$ cat src/rtl/pump_pkg.sv
// Shared types and constants for the peristaltic pump sequencer.
package pump_pkg;

  typedef enum logic [1:0] {
    IDLE = 2'd0,
    RUN  = 2'd1,
    DONE = 2'd2
  } pump_state_e;

  localparam logic VALVE_CLOSED = 1'b1;

endpackage

$ cat src/rtl/pump_phase_decode.sv
// Maps a step index to its open-valve mask: even step 2k opens valve k,
// odd step 2k+1 opens valves k and (k+1) mod NUM_VALVES.
module pump_phase_decode
  import pump_pkg::*;
#(
  parameter int NUM_VALVES = 3,
  parameter int STEP_W     = $clog2(2 * NUM_VALVES)
) (
  input  logic [STEP_W-1:0]     step,
  output logic [NUM_VALVES-1:0] open_mask
);

  localparam logic [STEP_W-2:0] K_LAST = (STEP_W - 1)'(NUM_VALVES - 1);

  logic [STEP_W-2:0] k;
  logic [STEP_W-2:0] k_next;

  always_comb begin
    k         = step[STEP_W-1:1];
    k_next    = (k == K_LAST) ? '0 : k + 1'b1;
    open_mask = '0;
    for (int i = 0; i < NUM_VALVES; i++) begin
      if (k == (STEP_W - 1)'(i)) begin
        open_mask[i] = 1'b1;
      end
      if (step[0] && (k_next == (STEP_W - 1)'(i))) begin
        open_mask[i] = 1'b1;
      end
    end
  end

endmodule

$ cat src/rtl/peristaltic_pump_ctrl.sv
// Peristaltic pump valve sequencer: IDLE/RUN/DONE FSM stepping through 2N valve
// patterns per stroke. Optional sequencer freeze input enabled by PUMP_SEQ_HOLD_EN.
module peristaltic_pump_ctrl
  import pump_pkg::*;
#(
  parameter int NUM_VALVES = 3,
  parameter int DWELL_W    = 16,
  parameter int STROKE_W   = 16
) (
  input  logic                  clk,
  input  logic                  rst,
  input  logic                  start,
  input  logic                  stop,
  input  logic                  dir,
  input  logic [DWELL_W-1:0]    dwell,
  input  logic [STROKE_W-1:0]   strokes,
`ifdef PUMP_SEQ_HOLD_EN
  input  logic                  hold,
`endif
  output logic [NUM_VALVES-1:0] valve_air,
  output logic                  busy,
  output logic                  done,
  output logic [STROKE_W-1:0]   stroke_cnt
);

  localparam int STEP_W = $clog2(2 * NUM_VALVES);
  localparam logic [STEP_W-1:0]     LAST_STEP  = STEP_W'(2 * NUM_VALVES - 1);
  localparam logic [NUM_VALVES-1:0] ALL_CLOSED = {NUM_VALVES{VALVE_CLOSED}};

  pump_state_e           state_q, state_d;
  logic [STEP_W-1:0]     step_q, step_d;
  logic [DWELL_W-1:0]    dwell_cnt_q, dwell_cnt_d;
  logic [DWELL_W-1:0]    dwell_lat_q, dwell_lat_d;
  logic [STROKE_W-1:0]   strokes_lat_q, strokes_lat_d;
  logic                  dir_q, dir_d;
  logic [STROKE_W-1:0]   stroke_cnt_q, stroke_cnt_d;
  logic [NUM_VALVES-1:0] valve_air_q, valve_air_d;

  logic                  freeze;
  logic                  step_end;
  logic                  wrap;
  logic [STROKE_W-1:0]   cnt_inc;
  logic [NUM_VALVES-1:0] open_mask;

`ifdef PUMP_SEQ_HOLD_EN
  assign freeze = hold;
`else
  assign freeze = 1'b0;
`endif

  // A latched dwell of zero behaves like one cycle per step.
  assign step_end = (dwell_lat_q == '0) || (dwell_cnt_q == dwell_lat_q - 1'b1);
  assign wrap     = dir_q ? (step_q == '0) : (step_q == LAST_STEP);
  assign cnt_inc  = (&stroke_cnt_q) ? stroke_cnt_q : stroke_cnt_q + 1'b1;

  always_comb begin
    state_d       = state_q;
    step_d        = step_q;
    dwell_cnt_d   = dwell_cnt_q;
    dwell_lat_d   = dwell_lat_q;
    strokes_lat_d = strokes_lat_q;
    dir_d         = dir_q;
    stroke_cnt_d  = stroke_cnt_q;

    case (state_q)
      IDLE: begin
        if (start && !stop) begin
          state_d       = RUN;
          step_d        = dir ? LAST_STEP : '0;
          dwell_cnt_d   = '0;
          dwell_lat_d   = dwell;
          strokes_lat_d = strokes;
          dir_d         = dir;
          stroke_cnt_d  = '0;
        end
      end
      RUN: begin
        if (stop) begin
          state_d = IDLE;
        end else if (!freeze) begin
          if (step_end) begin
            dwell_cnt_d = '0;
            if (dir_q) begin
              step_d = wrap ? LAST_STEP : step_q - 1'b1;
            end else begin
              step_d = wrap ? '0 : step_q + 1'b1;
            end
            if (wrap) begin
              stroke_cnt_d = cnt_inc;
              if ((strokes_lat_q != '0) && (cnt_inc == strokes_lat_q)) begin
                state_d = DONE;
              end
            end
          end else begin
            dwell_cnt_d = dwell_cnt_q + 1'b1;
          end
        end
      end
      DONE: begin
        state_d = IDLE;
      end
      default: begin
        state_d = IDLE;
      end
    endcase
  end

  pump_phase_decode #(
    .NUM_VALVES(NUM_VALVES),
    .STEP_W    (STEP_W)
  ) u_decode (
    .step     (step_d),
    .open_mask(open_mask)
  );

  // Valves are driven from the upcoming step so the pattern lands with the state.
  always_comb begin
    valve_air_d = ALL_CLOSED;
    if (state_d == RUN) begin
      valve_air_d = ~open_mask;
    end
  end

  always_ff @(posedge clk) begin
    if (rst) begin
      state_q       <= IDLE;
      step_q        <= '0;
      dwell_cnt_q   <= '0;
      dwell_lat_q   <= '0;
      strokes_lat_q <= '0;
      dir_q         <= 1'b0;
      stroke_cnt_q  <= '0;
      valve_air_q   <= ALL_CLOSED;
    end else begin
      state_q       <= state_d;
      step_q        <= step_d;
      dwell_cnt_q   <= dwell_cnt_d;
      dwell_lat_q   <= dwell_lat_d;
      strokes_lat_q <= strokes_lat_d;
      dir_q         <= dir_d;
      stroke_cnt_q  <= stroke_cnt_d;
      valve_air_q   <= valve_air_d;
    end
  end

  assign valve_air  = valve_air_q;
  assign busy       = (state_q == RUN);
  assign done       = (state_q == DONE);
  assign stroke_cnt = stroke_cnt_q;

endmodule

$ cat config.mk
export PLATFORM = sky130hd
export DESIGN_NAME = peristaltic_pump_ctrl
export DESIGN_NICKNAME = d
export VERILOG_FILES = /design/src/rtl/pump_pkg.sv /design/src/rtl/pump_phase_decode.sv /design/src/rtl/peristaltic_pump_ctrl.sv
export SDC_FILE = /design/constraint.sdc
export NUM_CORES = 1
export LEC_CHECK = 0
export ABC_AREA = 1
export CORE_UTILIZATION = 40
export DETAILED_ROUTE_END_ITERATION = 16
export GPL_TIMING_DRIVEN = 0
export MAX_ROUTING_LAYER = met4
export PLACE_DENSITY = 0.57
export SLEW_MARGIN = 10
export SYNTH_ARGS = -nofsm -noshare
export SYNTH_HDL_FRONTEND = slang
export SYNTH_SLANG_ARGS = --single-unit
$ cat constraint.sdc
create_clock -name clk -period 2.4 [get_ports clk]
set_input_delay 0.48 -clock clk [delete_from_list [all_inputs] [get_ports clk]]
set_output_delay 0.48 -clock clk [all_outputs]
set_load 0.01 [all_outputs]
=== Yosys cells after proc, flatten, opt, wreduce, memory -nomap -nowiden ===
Cells that the tools add are included.

* Bits in registers: 73
* Bits of input ports: 37
* Output and inout bits: 21
* Logic and storage cells: 80

* $add $sub $neg: 6
* Equal/unequal tests: 14
* Mux-type cells: 31
* Bitwise logic cells: 2
* Reduce and logical (&&, ||, !) cells: 19

{| class="wikitable"
|+ Operators by type and width
! operator !! count
|-
| $mux 16 || 7
|-
| $pmux 16 s2 || 2
|-
| $add 16x1->16 const B || 2
|-
| $eq 16x16->1 || 2
|-
| $mux 3 || 7
|-
| $logic_not 16->1 || 1
|-
| $reduce_and 16->1 || 1
|-
| $reduce_bool 16->1 || 1
|-
| $sub 16x1->16 const B || 1
|-
| $mux 2 || 6
|-
| $eq 2x1->1 const B || 4
|-
| $mux 1 || 7
|-
| $eq 2x2->1 const B || 3
|-
| $logic_not 2->1 || 3
|-
| $pmux 3 s2 || 1
|-
| $logic_and 1x1->1 || 5
|-
| $reduce_and 5->1 || 1
|-
| $ne 2x1->1 const B || 2
|-
| $ne 2x2->1 const B || 2
|-
| $pmux 2 s2 || 1
|-
| $add 3x1->3 const B || 1
|-
| $eq 3x3->1 const B || 1
|-
| $logic_not 3->1 || 1
|-
| $not 3->3 || 1
|-
| 9 further kinds || 9
|}

=== Depth between registers and ports, before layout ===
* Depth in word-level cells: 13
* Depth in mapped cells: 21
* Mapped depth without buffers: 21

=== Cells and area by module ===
A second synthesis with hierarchy kept.

* Cell total of the unflattened synthesis: 743
* Area total of the unflattened synthesis: 4,804.6 um^2

{| class="wikitable"
|+ Modules (own cells, without submodules)
! module !! times used !! cells an instance !! area an instance (um^2) !! seq. area each (um^2)
|-
| peristaltic_pump_ctrl || 1 || 734 || 4,768.3 || 1,461.4
|-
| pump_phase_decode || 1 || 9 || 36.3 || 0.0
|}

=== Worst setup path after synthesis ===
OpenSTA, ideal clock, no wires.

* Path type: register to register
* Start: register stroke_cnt_q[0], in the netlist stroke_cnt[0]
* End: register state_q[1]
* Library setup time: 0.065 ns
* Data arrival time: 2.170 ns
* Required time: 2.335 ns
* Slack: 0.165 ns
* Cell stages (with the launch flop): 16
* Path buffers: 1
* Period minus slack after synthesis: 2.235 ns
* Cell sequence: dfxtp_1 > ha_1 > nand2_1 > nor2_2 > nand2_1 > nor2_1 > inv_2 > buf_6 > nand2_1 > xor2_1 > or2_2 > nor2_1 > nand2_1 > nor2_1 > nand3_1 > nor2_1

* Word-level cells in the longest chain between the ends: 9
* Elaborated cells on any way between the ends: 10

{| class="wikitable"
|+ RTL lines
! element !! line !! text
|-
| start: declaration || peristaltic_pump_ctrl.sv:36 || <nowiki>logic [STROKE_W-1:0] stroke_cnt_q, stroke_cnt_d;</nowiki>
|-
| start signal: assignment || peristaltic_pump_ctrl.sv:141 || <nowiki>stroke_cnt_q <= stroke_cnt_d;</nowiki>
|-
| $add 16x1->16 or $reduce_and 16->1 (tied branches) || peristaltic_pump_ctrl.sv:54 || <nowiki>assign cnt_inc = (&stroke_cnt_q) ? stroke_cnt_q : stroke_cnt_q + 1'b1;</nowiki>
|-
| $mux 16 (*) || peristaltic_pump_ctrl.sv:54 ||
|-
| $eq 16x16->1 (*) || peristaltic_pump_ctrl.sv:90 || <nowiki>if ((strokes_lat_q != '0) && (cnt_inc == strokes_lat_q)) begin</nowiki>
|-
| $logic_and 1x1->1 (*) || peristaltic_pump_ctrl.sv:90 ||
|-
| $mux 2 (*) || peristaltic_pump_ctrl.sv:90 ||
|-
| $mux 2 (*) || peristaltic_pump_ctrl.sv:88 || <nowiki>if (wrap) begin</nowiki>
|-
| $mux 2 (*) || peristaltic_pump_ctrl.sv:81 || <nowiki>if (step_end) begin</nowiki>
|-
| $mux 2 (*) || peristaltic_pump_ctrl.sv:78 || <nowiki>if (stop) begin</nowiki>
|-
| $pmux 2 s2 (*) || peristaltic_pump_ctrl.sv:65 || <nowiki>case (state_q)</nowiki>
|-
| end signal: assignment || peristaltic_pump_ctrl.sv:135 || <nowiki>state_q <= state_d;</nowiki>
|-
| end: declaration || peristaltic_pump_ctrl.sv:30 || <nowiki>pump_state_e state_q, state_d;</nowiki>
|}

Every way passes the cells marked *; elsewhere a longest branch is shown, timed or not.
A chain may end at the register's enable or synchronous reset.

=== Worst setup path after layout ===
* Start: register stroke_cnt_q[1], in the netlist stroke_cnt[1]
* End: register state_q[1]

The elaborated chain is that of the path after synthesis.

==> metrics.csv <==
metric;value;unit
Lkg Pwr;2.78;nW
Crit. Startpoint;stroke_cnt[1]$_SDFFE_PP0P_;
final worst slack;-0.0181;ns
CP endpoint;state_q[1]$_SDFF_PP0_;
share of the yosys chip area belonging to registers;0.315;
Achievable Freq;414;MHz
Num CTS Buffers;9;
Final Util;0.595;
Tot GR Track Use;0.267;
critical path depth;14;
crit-path cells;ha_4 > nand2_4 > nor2_4 > nand3_2 > nor2_4 > buf_6 > nand2_4 > nand2_2 > nand3b_1 > xor2_2 > or3b_1 > nor2_1 > nand3_1 > nor2_1;
GRT met3 Usage;0.0468;
initial cell density of the core;0.419;
share of post-route cells with drive strength above 1;0.233;
R2R Setup Slk;-0.02;ns
Die H;110;um
final hold vios;0;
Die W;110;um
M2 GR Usage;0.403;
Synth Area per Inst;6.31;um^2
drt pass-1 iters;6;
Worst Setup End Kind;register;
min Tclk post-route;2.42;ns
Post-layout nets;889;
Top delay family on crit path;simple AND/OR/NAND/NOR gates;
remaining global-route overflow;0;
synth unique cells;39;
Seq cells post-synth;73;
Final Skew;0.00598;ns
Longest Clk Path Bufs;2;
Top Ports;58;
CP max stage delay;0.39;ns
Setup violations, final;1;
clock root buffer;clkbuf_16;
Floorplan Core Area;11100;um^2
critical path arrival;2.70;ns
ANT nets after route;0;
Max-Cap Viols;0;
initial antenna violation count;0;
Critical path buffers and inverters;1;
status;complete, but fails checks;
Post-Layout Cell Count;989;
first-pass GRT wire length;23300;um
period utilization;1.01;
Die Area;12000;um^2
drt wl/cell;15.9;um
Yosys warning total;0;
leading post-synthesis cells by cell area;dfxtp_1 31%, nand2_1 15%, nor2_1 7.8%;
pre-CTS setup slack;-0.840;ns
area grow syn2layout;42.0;%
Hold Buf Count CTS;0;
DP HPWL;11400;um
final wirelength;15700;um
critical path's slowest cell;dfxtp_4;
CP startpoint kind;register;
Post-synth EDFFs;0;
largest area contributor in the netlist;dfxtp_1;
# rows;38;
M1 GR Usage;0.353;
CTS tree;done;
reg2reg start;stroke_cnt[1]$_SDFFE_PP0P_;
post-synth top area share;0.315;
Slew Limit Fails;0;
pin count of the biggest net entering global routing;13;
Post-synth top flop;dfxtp_1;
HP Class;register to register;
Clock Latency Late Sink;0.35;ns
Slew headroom;0.443;
Starting DRT DRC Count;448;
pwr/cell area;535;nW/um^2
Top Usage Layer GRT;met2;
final RePlAce weighted congestion;0.913;
WS Path Type;register to register;
vias in the first global route;4744;
failing checks;setup timing;
Least-Margin Pin Slew;0.835;ns
DP Cell Count;933;
drt drc;0;
Clock Pin Slew Worst Setup and Hold Paths;0.06;ns
diodes inserted;0;
CTS Sinks;73;
CP Max Fanout;6;
worst r2r path cells;14;
FFs w/ async S/R, synth;0;
worst reg2reg endpoint;state_q[1]$_SDFF_PP0_;
post-synthesis cell area;4650;um^2
Vias per Instance;5.32;
# port buffers;57;
peak supply drop;0.000550;V
total power;3.53;mW
Post-Syn Nets;781;
RSZ-0062 raised after global routing;yes;
vias;5259;
Post-Syn Instances;736;
worst endpoint required time;2.69;ns
setup_tns;-0.0181;ns
depth of the CTS H-tree;3;
[report_power, final]
group / internal [mW] / total [mW] / switching (mW)
Sequential: 1.25 / 1.31 / 0.0569
Clock: 0.862 / 1.42 / 0.558
Combinational: 0.330 / 0.795 / 0.466
Total: 2.45 / 3.53 / 1.08
[final cells by class]
type | count | area [um^2]
Buffer | 20 | 103
Clock buffer | 12 | 256
Clock inverter | 4 | 51.3
Fill cell | 1045 | 4480
Inverter | 74 | 290
Multi-Input combinational cell | 568 | 3290
Sequential cell | 73 | 1500
Tap cell | 140 | 175
Timing Repair Buffer | 98 | 926
[cell usage in the layout (no fill, tap or decap), drive strengths merged, types with 3 or more instances in the layout]
cell type,n
nand2,194
nor2,105
dfxtp,73
inv,72
nand3,63
a21oi,58
clkdlybuf4s50,57
buf,46
o21ai,44
clkbuf,27
nand4,23
xor2,19
xnor2,17
nand3b,9
ha,8
nor4,6
nor3,6
clkinv,4
and2,4
or3,3
or2,3
[kinds of logic after synthesis]
family | synth area share
XOR/XNOR | 0.0679
AND/OR/NAND/NOR | 0.398
AO/OA/AOI/OAI | 0.119
adder cells (fa/ha/maj) | 0.0215
flip-flops | 0.315
buffers and inverters | 0.0797
[how the worst min path moves through the flow]
stage / end / cells past startpoint / from / slack [ns]
2_1_floorplan: strokes_lat_q[1]$_SDFFE_PP0P_ / 2 / strokes_lat_q[1]$_SDFFE_PP0P_ / 0.46
3_3_place_gp: strokes_lat_q[1]$_SDFFE_PP0P_ / 2 / strokes_lat_q[1]$_SDFFE_PP0P_ / 0.48
3_5_place_dp: strokes_lat_q[1]$_SDFFE_PP0P_ / 2 / strokes_lat_q[1]$_SDFFE_PP0P_ / 0.48
4_1_cts: strokes_lat_q[10]$_SDFFE_PP0P_ / 2 / strokes_lat_q[10]$_SDFFE_PP0P_ / 0.49
5_1_grt: strokes_lat_q[1]$_SDFFE_PP0P_ / 2 / strokes_lat_q[1]$_SDFFE_PP0P_ / 0.52
6_report: strokes_lat_q[6]$_SDFFE_PP0P_ / 2 / strokes_lat_q[6]$_SDFFE_PP0P_ / 0.49
[cells in the mapped netlist, types with 4 or more instances]
| master | n |
|---|---|
| nand2_1 | 191 |
| dfxtp_1 | 73 |
| clkbuf_1 | 16 |
| nand3b_1 | 9 |
| nor4_1 | 6 |
| nand3_1 | 63 |
| xor2_1 | 19 |
| nand4_1 | 23 |
| nor2_1 | 97 |
| ha_1 | 8 |
| nor2_2 | 6 |
| and2_1 | 4 |
| inv_1 | 70 |
| o21ai_0 | 39 |
| nor3_1 | 5 |
| a21oi_1 | 57 |
| xnor2_1 | 17 |
[per-stage QoR]
stage	hold WS (ns)	cell area (um^2)
after floorplan	0.456	4650
final	0.490	6600
after global placement	0.477	5390
after CTS	0.492	5920
after global routing	0.520	6600
after detailed placement	0.482	5390
[worst min-delay path, delay by kind of cell, from the launching register on]
| family | cells | cell delay [ns] |
|---|---|---|
| buffers and inverters | 1 | 0.07 |
| AO/OA/AOI/OAI | 1 | 0.06 |
| flip-flops | 1 | 0.32 |
[layer usage]
metal  vias up  wire (um)
met5         -          0
met1      2452       7410
li1       2620          -
met3        20        920
met4         0        296
met2       167       7130
[sequential cells by signal, summed over array words and instances (netlist names)]
| signal | count |
|---|---|
| dwell_cnt_q | 16 |
| strokes_lat_q | 16 |
| dwell_lat_q | 16 |
| valve_air | 3 |
| stroke_cnt | 16 |
| dir_q | 1 |
| step_q | 3 |
| state_q | 2 |
[what timing repair did]
action / in CTS / in global routing
setup buffers: 14 / 26
resized for setup: 31 / 139
pin swaps: 11 / 51
cloned: 0 / 2
setup endpoints to repair: 40 / 40
Power figures use the tool's default switching activity.
